===== config.mk =====
export PLATFORM = sky130hd
export DESIGN_NAME = nn_ram_arbiter_flat
export DESIGN_NICKNAME = d
export VERILOG_FILES = /design/src/rtl/nn_ram_arbiter_pkg.sv /design/src/rtl/nn_ram_arbiter_if.sv /design/src/rtl/nn_ram_arbiter_rr_pick.sv /design/src/rtl/nn_ram_arbiter.sv /design/src/flat_wrapper.sv
export SDC_FILE = /design/constraint.sdc
export NUM_CORES = 1
export LEC_CHECK = 0
export BUFFER_PORTS_ARGS = -buffer_cell sky130_fd_sc_hd__buf_2
export CORE_AREA = 3 3 125 127
export DETAILED_ROUTE_END_ITERATION = 12
export DIE_AREA = 0 0 128 130
export HOLD_SLACK_MARGIN = 0.02
export PLACE_DENSITY = 0.77
export SLEW_MARGIN = 25
export SYNTH_ARGS = -nofsm -noshare
export SYNTH_HDL_FRONTEND = slang
export SYNTH_SLANG_ARGS = --single-unit
export TNS_END_PERCENT = 5

===== constraint.sdc =====
create_clock -name CLK -period 4.8 [get_ports CLK]
set_input_delay 0.72 -clock CLK [delete_from_list [all_inputs] [get_ports CLK]]
set_output_delay 0.72 -clock CLK [all_outputs]
set_load 0.03 [all_outputs]

===== src/rtl/nn_ram_arbiter_pkg.sv =====
// Shared types and constants for the nnRvSoc data-RAM arbiter.
// Optional build macro used by the arbiter: NN_ARB_LS_PRIO_EN.
package nn_arb_pkg;

    typedef enum logic [1:0] {
        IDLE  = 2'd0,
        ISSUE = 2'd1,
        WAIT  = 2'd2,
        ACK   = 2'd3
    } state_t;

    localparam int         NPORT   = 3;
    localparam logic [1:0] PORT_IF = 2'd0;
    localparam logic [1:0] PORT_LS = 2'd1;
    localparam logic [1:0] PORT_VD = 2'd2;

    // (p + step) mod 3 for p in 0..2 and step in 1..3
    function automatic logic [1:0] rr_next(input logic [1:0] p, input logic [1:0] step);
        logic [2:0] s;
        s = {1'b0, p} + {1'b0, step};
        return (s >= 3'd3) ? 2'(s - 3'd3) : s[1:0];
    endfunction

endpackage


===== src/rtl/nn_ram_arbiter_if.sv =====
// Requester and RAM-side signals of the data-RAM arbiter.
// slave = arbiter side, master = core/video/RAM side.
interface nn_ram_arbiter_if #(
    parameter int RAM_AW = 14
);
    logic              if_req;
    logic [31:0]       if_addr;
    logic              if_ack;
    logic [31:0]       if_rdata;

    logic              ls_req;
    logic              ls_we;
    logic [3:0]        ls_wstrb;
    logic [31:0]       ls_addr;
    logic [31:0]       ls_wdata;
    logic              ls_ack;
    logic [31:0]       ls_rdata;

    logic              vd_req;
    logic [31:0]       vd_addr;
    logic              vd_ack;
    logic [31:0]       vd_rdata;

    logic              ram_en;
    logic [3:0]        ram_we;
    logic [RAM_AW-1:0] ram_addr;
    logic [31:0]       ram_wdata;
    logic [31:0]       ram_rdata;

    // req/ack: a requester holds req (and its addr/data) until a one-cycle ack;
    // rdata is valid with ack and held until that port's next read completes.
    modport slave (
        input  if_req, if_addr, ls_req, ls_we, ls_wstrb, ls_addr, ls_wdata,
               vd_req, vd_addr, ram_rdata,
        output if_ack, if_rdata, ls_ack, ls_rdata, vd_ack, vd_rdata,
               ram_en, ram_we, ram_addr, ram_wdata
    );

    modport master (
        output if_req, if_addr, ls_req, ls_we, ls_wstrb, ls_addr, ls_wdata,
               vd_req, vd_addr, ram_rdata,
        input  if_ack, if_rdata, ls_ack, ls_rdata, vd_ack, vd_rdata,
               ram_en, ram_we, ram_addr, ram_wdata
    );
endinterface


===== src/rtl/nn_ram_arbiter_rr_pick.sv =====
// Combinational 3-way rotating-priority picker: search order last+1, last+2, last.
module nn_rr_pick
    import nn_arb_pkg::*;
(
    input  logic [NPORT-1:0] i_req,
    input  logic [1:0]       i_last,
    output logic [NPORT-1:0] o_grant,
    output logic [1:0]       o_idx,
    output logic             o_valid
);
    logic [1:0] w_c1;
    logic [1:0] w_c2;

    assign w_c1 = rr_next(i_last, 2'd1);
    assign w_c2 = rr_next(i_last, 2'd2);

    always_comb begin
        o_valid = |i_req;
        o_idx   = i_last;
        if (i_req[w_c1]) begin
            o_idx = w_c1;
        end else if (i_req[w_c2]) begin
            o_idx = w_c2;
        end
        o_grant = o_valid ? (NPORT'(1) << o_idx) : '0;
    end
endmodule


===== src/rtl/nn_ram_arbiter.sv =====
// Round-robin arbiter sharing the single-port data RAM between IF, LS and VD.
// Define NN_ARB_LS_PRIO_EN to give LS absolute priority over IF/VD.
module nn_ram_arbiter
    import nn_arb_pkg::*;
#(
    parameter int RAM_AW  = 14,
    parameter int RAM_LAT = 1
)(
    input  logic            CLK,
    input  logic            RST_N,
    nn_ram_arbiter_if.slave bus,
    output state_t          o_dbg_state
);
    localparam logic [1:0] CNT_INIT = 2'(RAM_LAT - 1);

    state_t            r_state;
    state_t            w_next_state;
    logic [1:0]        r_owner;
    logic [1:0]        r_last;
    logic [1:0]        r_cnt;
    logic              r_write;
    logic              r_ram_en;
    logic [3:0]        r_ram_we;
    logic [RAM_AW-1:0] r_ram_addr;
    logic [31:0]       r_ram_wdata;
    logic [31:0]       r_if_rdata;
    logic [31:0]       r_ls_rdata;
    logic [31:0]       r_vd_rdata;

    logic [NPORT-1:0]  w_req;
    logic [NPORT-1:0]  w_pick_req;
    logic [NPORT-1:0]  w_pick_grant;
    logic [1:0]        w_pick_idx;
    logic              w_pick_valid;
    logic [1:0]        w_win_idx;
    logic              w_win_valid;
    logic              w_win_upd;
    logic [31:0]       w_sel_addr;
    logic              w_sel_we;
    logic              w_unused;

    assign w_req = {bus.vd_req, bus.ls_req, bus.if_req};

`ifdef NN_ARB_LS_PRIO_EN
    // LS bypasses the rotation and never moves the pointer, so IF/VD rotate only between themselves
    assign w_pick_req = {w_req[PORT_VD], 1'b0, w_req[PORT_IF]};

    always_comb begin
        w_win_idx   = w_pick_idx;
        w_win_valid = w_pick_valid;
        w_win_upd   = 1'b1;
        if (bus.ls_req) begin
            w_win_idx   = PORT_LS;
            w_win_valid = 1'b1;
            w_win_upd   = 1'b0;
        end
    end
`else
    assign w_pick_req  = w_req;
    assign w_win_idx   = w_pick_idx;
    assign w_win_valid = w_pick_valid;
    assign w_win_upd   = 1'b1;
`endif

    nn_rr_pick u_pick (
        .i_req   (w_pick_req),
        .i_last  (r_last),
        .o_grant (w_pick_grant),
        .o_idx   (w_pick_idx),
        .o_valid (w_pick_valid)
    );

    always_comb begin
        w_sel_addr = bus.if_addr;
        w_sel_we   = 1'b0;
        case (w_win_idx)
            PORT_LS: begin
                w_sel_addr = bus.ls_addr;
                w_sel_we   = bus.ls_we;
            end
            PORT_VD: w_sel_addr = bus.vd_addr;
            default: ;
        endcase
    end

    always_ff @(posedge CLK) begin
        if (!RST_N) r_state <= IDLE;
        else        r_state <= w_next_state;
    end

    always_comb begin
        w_next_state = r_state;
        case (r_state)
            IDLE:    if (w_win_valid) w_next_state = ISSUE;
            ISSUE:   w_next_state = WAIT;
            WAIT:    if (r_cnt == 2'd0) w_next_state = ACK;
            ACK:     w_next_state = IDLE;
            default: w_next_state = IDLE;
        endcase
    end

    always_ff @(posedge CLK) begin
        if (!RST_N) begin
            r_owner     <= PORT_IF;
            r_last      <= PORT_VD;
            r_cnt       <= 2'd0;
            r_write     <= 1'b0;
            r_ram_en    <= 1'b0;
            r_ram_we    <= 4'b0000;
            r_ram_addr  <= '0;
            r_ram_wdata <= 32'h0;
            r_if_rdata  <= 32'h0;
            r_ls_rdata  <= 32'h0;
            r_vd_rdata  <= 32'h0;
        end else begin
            case (r_state)
                IDLE: begin
                    if (w_win_valid) begin
                        r_owner     <= w_win_idx;
                        r_write     <= w_sel_we;
                        r_ram_en    <= 1'b1;
                        r_ram_we    <= w_sel_we ? bus.ls_wstrb : 4'b0000;
                        r_ram_addr  <= w_sel_addr[RAM_AW+1:2];
                        r_ram_wdata <= (w_win_idx == PORT_LS) ? bus.ls_wdata : 32'h0;
                        if (w_win_upd) r_last <= w_win_idx;
                    end
                end
                ISSUE: begin
                    r_ram_en <= 1'b0;
                    r_ram_we <= 4'b0000;
                    r_cnt    <= CNT_INIT;
                end
                WAIT: begin
                    if (r_cnt == 2'd0) begin
                        if (!r_write) begin
                            case (r_owner)
                                PORT_LS: r_ls_rdata <= bus.ram_rdata;
                                PORT_VD: r_vd_rdata <= bus.ram_rdata;
                                default: r_if_rdata <= bus.ram_rdata;
                            endcase
                        end
                    end else begin
                        r_cnt <= r_cnt - 2'd1;
                    end
                end
                default: ;
            endcase
        end
    end

    assign bus.if_ack    = (r_state == ACK) && (r_owner == PORT_IF);
    assign bus.ls_ack    = (r_state == ACK) && (r_owner == PORT_LS);
    assign bus.vd_ack    = (r_state == ACK) && (r_owner == PORT_VD);
    assign bus.if_rdata  = r_if_rdata;
    assign bus.ls_rdata  = r_ls_rdata;
    assign bus.vd_rdata  = r_vd_rdata;
    assign bus.ram_en    = r_ram_en;
    assign bus.ram_we    = r_ram_we;
    assign bus.ram_addr  = r_ram_addr;
    assign bus.ram_wdata = r_ram_wdata;
    assign o_dbg_state   = r_state;

    // byte-offset and above-range address bits carry no meaning for a word RAM
    assign w_unused = ^{bus.if_addr[31:RAM_AW+2], bus.if_addr[1:0],
                        bus.ls_addr[31:RAM_AW+2], bus.ls_addr[1:0],
                        bus.vd_addr[31:RAM_AW+2], bus.vd_addr[1:0], w_pick_grant};
endmodule


===== src/flat_wrapper.sv =====
// flat-port wrapper written by rule: the top's interface ports become plain ports
module nn_ram_arbiter_flat import nn_arb_pkg::*;
#(
    parameter int RAM_AW  = 14,
    parameter int RAM_LAT = 1
)
  (CLK, RST_N, o_dbg_state, bus_if_req, bus_if_addr, bus_ls_req, bus_ls_we, bus_ls_wstrb, bus_ls_addr, bus_ls_wdata, bus_vd_req, bus_vd_addr, bus_ram_rdata, bus_if_ack, bus_if_rdata, bus_ls_ack, bus_ls_rdata, bus_vd_ack, bus_vd_rdata, bus_ram_en, bus_ram_we, bus_ram_addr, bus_ram_wdata);
  nn_ram_arbiter_if #(.RAM_AW(RAM_AW)) bus_i ();
  input  logic CLK;
  input  logic RST_N;
  output state_t o_dbg_state;
  input wire logic [$bits(bus_i.if_req)-1:0] bus_if_req;
  input wire logic [$bits(bus_i.if_addr)-1:0] bus_if_addr;
  input wire logic [$bits(bus_i.ls_req)-1:0] bus_ls_req;
  input wire logic [$bits(bus_i.ls_we)-1:0] bus_ls_we;
  input wire logic [$bits(bus_i.ls_wstrb)-1:0] bus_ls_wstrb;
  input wire logic [$bits(bus_i.ls_addr)-1:0] bus_ls_addr;
  input wire logic [$bits(bus_i.ls_wdata)-1:0] bus_ls_wdata;
  input wire logic [$bits(bus_i.vd_req)-1:0] bus_vd_req;
  input wire logic [$bits(bus_i.vd_addr)-1:0] bus_vd_addr;
  input wire logic [$bits(bus_i.ram_rdata)-1:0] bus_ram_rdata;
  output wire logic [$bits(bus_i.if_ack)-1:0] bus_if_ack;
  output wire logic [$bits(bus_i.if_rdata)-1:0] bus_if_rdata;
  output wire logic [$bits(bus_i.ls_ack)-1:0] bus_ls_ack;
  output wire logic [$bits(bus_i.ls_rdata)-1:0] bus_ls_rdata;
  output wire logic [$bits(bus_i.vd_ack)-1:0] bus_vd_ack;
  output wire logic [$bits(bus_i.vd_rdata)-1:0] bus_vd_rdata;
  output wire logic [$bits(bus_i.ram_en)-1:0] bus_ram_en;
  output wire logic [$bits(bus_i.ram_we)-1:0] bus_ram_we;
  output wire logic [$bits(bus_i.ram_addr)-1:0] bus_ram_addr;
  output wire logic [$bits(bus_i.ram_wdata)-1:0] bus_ram_wdata;
  assign bus_i.if_req = bus_if_req;
  assign bus_i.if_addr = bus_if_addr;
  assign bus_i.ls_req = bus_ls_req;
  assign bus_i.ls_we = bus_ls_we;
  assign bus_i.ls_wstrb = bus_ls_wstrb;
  assign bus_i.ls_addr = bus_ls_addr;
  assign bus_i.ls_wdata = bus_ls_wdata;
  assign bus_i.vd_req = bus_vd_req;
  assign bus_i.vd_addr = bus_vd_addr;
  assign bus_i.ram_rdata = bus_ram_rdata;
  assign bus_if_ack = bus_i.if_ack;
  assign bus_if_rdata = bus_i.if_rdata;
  assign bus_ls_ack = bus_i.ls_ack;
  assign bus_ls_rdata = bus_i.ls_rdata;
  assign bus_vd_ack = bus_i.vd_ack;
  assign bus_vd_rdata = bus_i.vd_rdata;
  assign bus_ram_en = bus_i.ram_en;
  assign bus_ram_we = bus_i.ram_we;
  assign bus_ram_addr = bus_i.ram_addr;
  assign bus_ram_wdata = bus_i.ram_wdata;
  nn_ram_arbiter #(.RAM_AW(RAM_AW), .RAM_LAT(RAM_LAT)) u_core (.CLK(CLK), .RST_N(RST_N), .bus(bus_i), .o_dbg_state(o_dbg_state));
endmodule

==> qor.csv <==
metric,value,unit
CTS Buf Count,17,
Fin Hold WS,447.2,ps
max-cap violations,0,
Pins Over Slew Limit,0,
RSZ-0062 raised after global routing,no,
# fillers,1340,
top-count cell post-synth,nand2_1,
CTS sink cnt,155,
critical path's top delay family,adder cells,
arrival time worst endpoint,3560,ps
critical-path cell list,"inv_1, ha_1, nand2_1, a21oi_1, a211o_1, o22ai_1, ha_2, a22oi_1, o21ai_0, nand2_1, a21boi_0",
"Setup Fix Bufs, Post-CTS",0,
DRC,0,
CP required,5140,ps
Post-synth EDFFs,0,
Max Used Layer,met4,
I/O Pins,322,
clock latency on the worst-skew pair,420,ps
Synth Cell Area,6487,um2
critical path startpoint category,register,
routability cong.,0.8176,
#FFs+latches synth,155,
Lkg Pwr,3.745,nW
YS warnings,0,
Worst slew margin,33.02,%
area occupied by multi-input gates,3052,um2
die width,128,um
initial antenna violation count,0,
Die ar.,16640,um2
first-pass GRT wire length,27.96,mm
Max Freq,0.3102,GHz
Vias/cell,5.019,
sequential area share after synthesis,47.83,%
Final Net Count,1186,
"FFs w/ async S/R, synth",0,%
drt wl/cell,14.59,um
syn nets,948,
number of global-route vias before repair,5663,
die height,130,um
Worst Skew,7.435,ps
vias,6018,
Post-CTS Resized,0,
met3 WL,1.726,mm
detailed-router iteration count before antenna repair,4,
P&R area growth vs syn,30.13,%
status,finished clean,
syn_area_per_cell,8.480,um2
Mapped Cells,765,
routed wire length,17.50,mm
CTS Hold Bufs,0,
GR Overflow Total,0,
htree depth,4,
Fin. Hold Viols,0,
core area,14530,um2
setup TNS,0,ps
register clock-pin slew on the reported worst setup and hold paths,60,ps
Power per Cell Area,565.1,nW/um2
Critical Path Max Stage Delay,840,ps
ys flop type,dfxtp_1,
critical-path maximum fanout,48,
met2 WL post-DR,8.210,mm
hpwl dp,12.08,mm
Tot GR Track Use,20.84,%
FP Rows,44,
number of DRC markers in iteration 0,313,
DRT antenna net count,0,
register area,3103,um2
worst setup path startpoint,u_core.r_owner[0],
worst IR drop on VDD,0.3429,mV
Buffers & Inverters on Critical Path,1,
worst r2r src,u_core.r_owner[0],
main area contributors after synthesis,"dfxtp_1 (48%), nand2_1 (16%), a21boi_1 (11%)",
worst setup path class,reg -> reg,
Least-Margin Pin Slew,1005,ps
clk buf depth,2,
largest net degree at the start of global routing,92,
layout cells sized above 1,32.15,%
Hold Path Origin,u_core.bus.ram_wdata[13],
Setup Viol. Count Final,0,
CTS Root Cell,clkbuf_16,
CP max-delay cell,ha_2,
"Min Clock Period, post-route",3224,ps
Post-synth top cells,"nand2_1 (275), dfxtp_1 (155), a21boi_1 (98)",
worst hold path class,reg -> reg,
CP endpoint kind,register,
period utilization,67.16,%
CTS tree,yes,
Synth cell types,41,
Most Frequent Cell on Critical Path,nand2_1,
top-area cell type share of the netlist area,47.83,%
Synth area leader,dfxtp_1,
starting density of the core,44.64,%
WL met1,7.406,mm
I/O Buffers,267,
==> worst min-delay path, stage by stage (launching register included) <==
cell,delay (ps)
dfxtp_1,310
nand2_1,50
a21boi_1,50
==> cells by family after synthesis <==
family,Yosys count,synth area share (%)
fa+ha+maj,13,2.507
buf+inv,67,5.265
compound gates,199,23.47
mux,1,0.1543
simple gates,330,20.77
flops,155,47.83
==> final timing paths <==
check | to | slack, ps | depth (start not counted)
worst max-delay path | u_core.bus.ram_addr[13] | 1580 | 11
worst min-delay path | u_core.bus.ram_wdata[13] | 450 | 2
worst max register to register | u_core.bus.ram_addr[13] | 1580 | 11
worst min register to register | u_core.bus.ram_wdata[13] | 450 | 2
==> registers in the layout, indices dropped and copies added, names as in the netlist <==
name	flops
u_core.r_cnt	2
u_core.bus.ls_rdata	32
u_core.bus.ram_we	4
u_core.bus.ram_wdata	32
u_core.bus.if_rdata	32
u_core.bus.ram_en	1
u_core.bus.vd_rdata	32
u_core.r_write	1
u_core.o_dbg_state	2
u_core.r_owner	2
u_core.r_last	1
u_core.bus.ram_addr	14
==> layout by cell type, fill, tap and decap left out, drive strengths merged, types with 2 or more instances in the layout <==
master | netlist | routed
nand2 | 275 | 275
buf | 38 | 275
dfxtp | 155 | 155
a21boi | 144 | 144
nand3 | 34 | 34
o21ai | 20 | 20
clkbuf | 18 | 19
a22oi | 15 | 15
ha | 13 | 13
inv | 11 | 11
and2 | 5 | 5
nor2 | 5 | 5
clkinv | 0 | 5
a22o | 4 | 4
bufinv | 0 | 4
nor2b | 3 | 3
nand2b | 3 | 3
a21oi | 3 | 3
clkinvlp | 0 | 2
==> stage by stage <==
| stage | total power, mW | util (%) | worst slack, ps | cell area, um2 | std cells |
|---|---|---|---|---|---|
| finish | 4.771 | 58.08 | 1576 | 8442 | 1199 |
| global route | 5.076 | 58.07 | 1264 | 8439 | 1198 |
| CTS | 4.813 | 58.07 | 1590 | 8439 | 1198 |
| detailed placement | 3.414 | 53.84 | 1625 | 7825 | 1168 |
| global placement | 3.385 | 53.84 | 1667 | 7825 | 1168 |
| floorplan | 2.978 | - | 2337 | 6487 | 765 |
==> per-layer routing <==
metal	track usage [%]	vias to the layer above
met5	0	-
met4	5.306	0
met3	8.187	12
met2	34.94	226
met1	25.22	2770
li1	-	3010
==> where the power goes <==
part | internal [mW] | switching [mW] | leakage [nW]
clock | 0.878 | 0.513 | 0.295
combinational | 0.548 | 1.25 | 2.19
sequential | 1.48 | 0.102 | 1.26
==> area by class of cell <==
class                      instances  share of cell area (%)
antenna                            1                 0.02964
multi-input combinational        543                   36.15
sequential                       155                   36.76
clock buffer                      19                   5.247
timing repair buffer             275                   16.57
clock inverter                    11                   2.031
inverter                          11                  0.4891
tap                              184                   2.727
(Power assumes the default switching activity.)
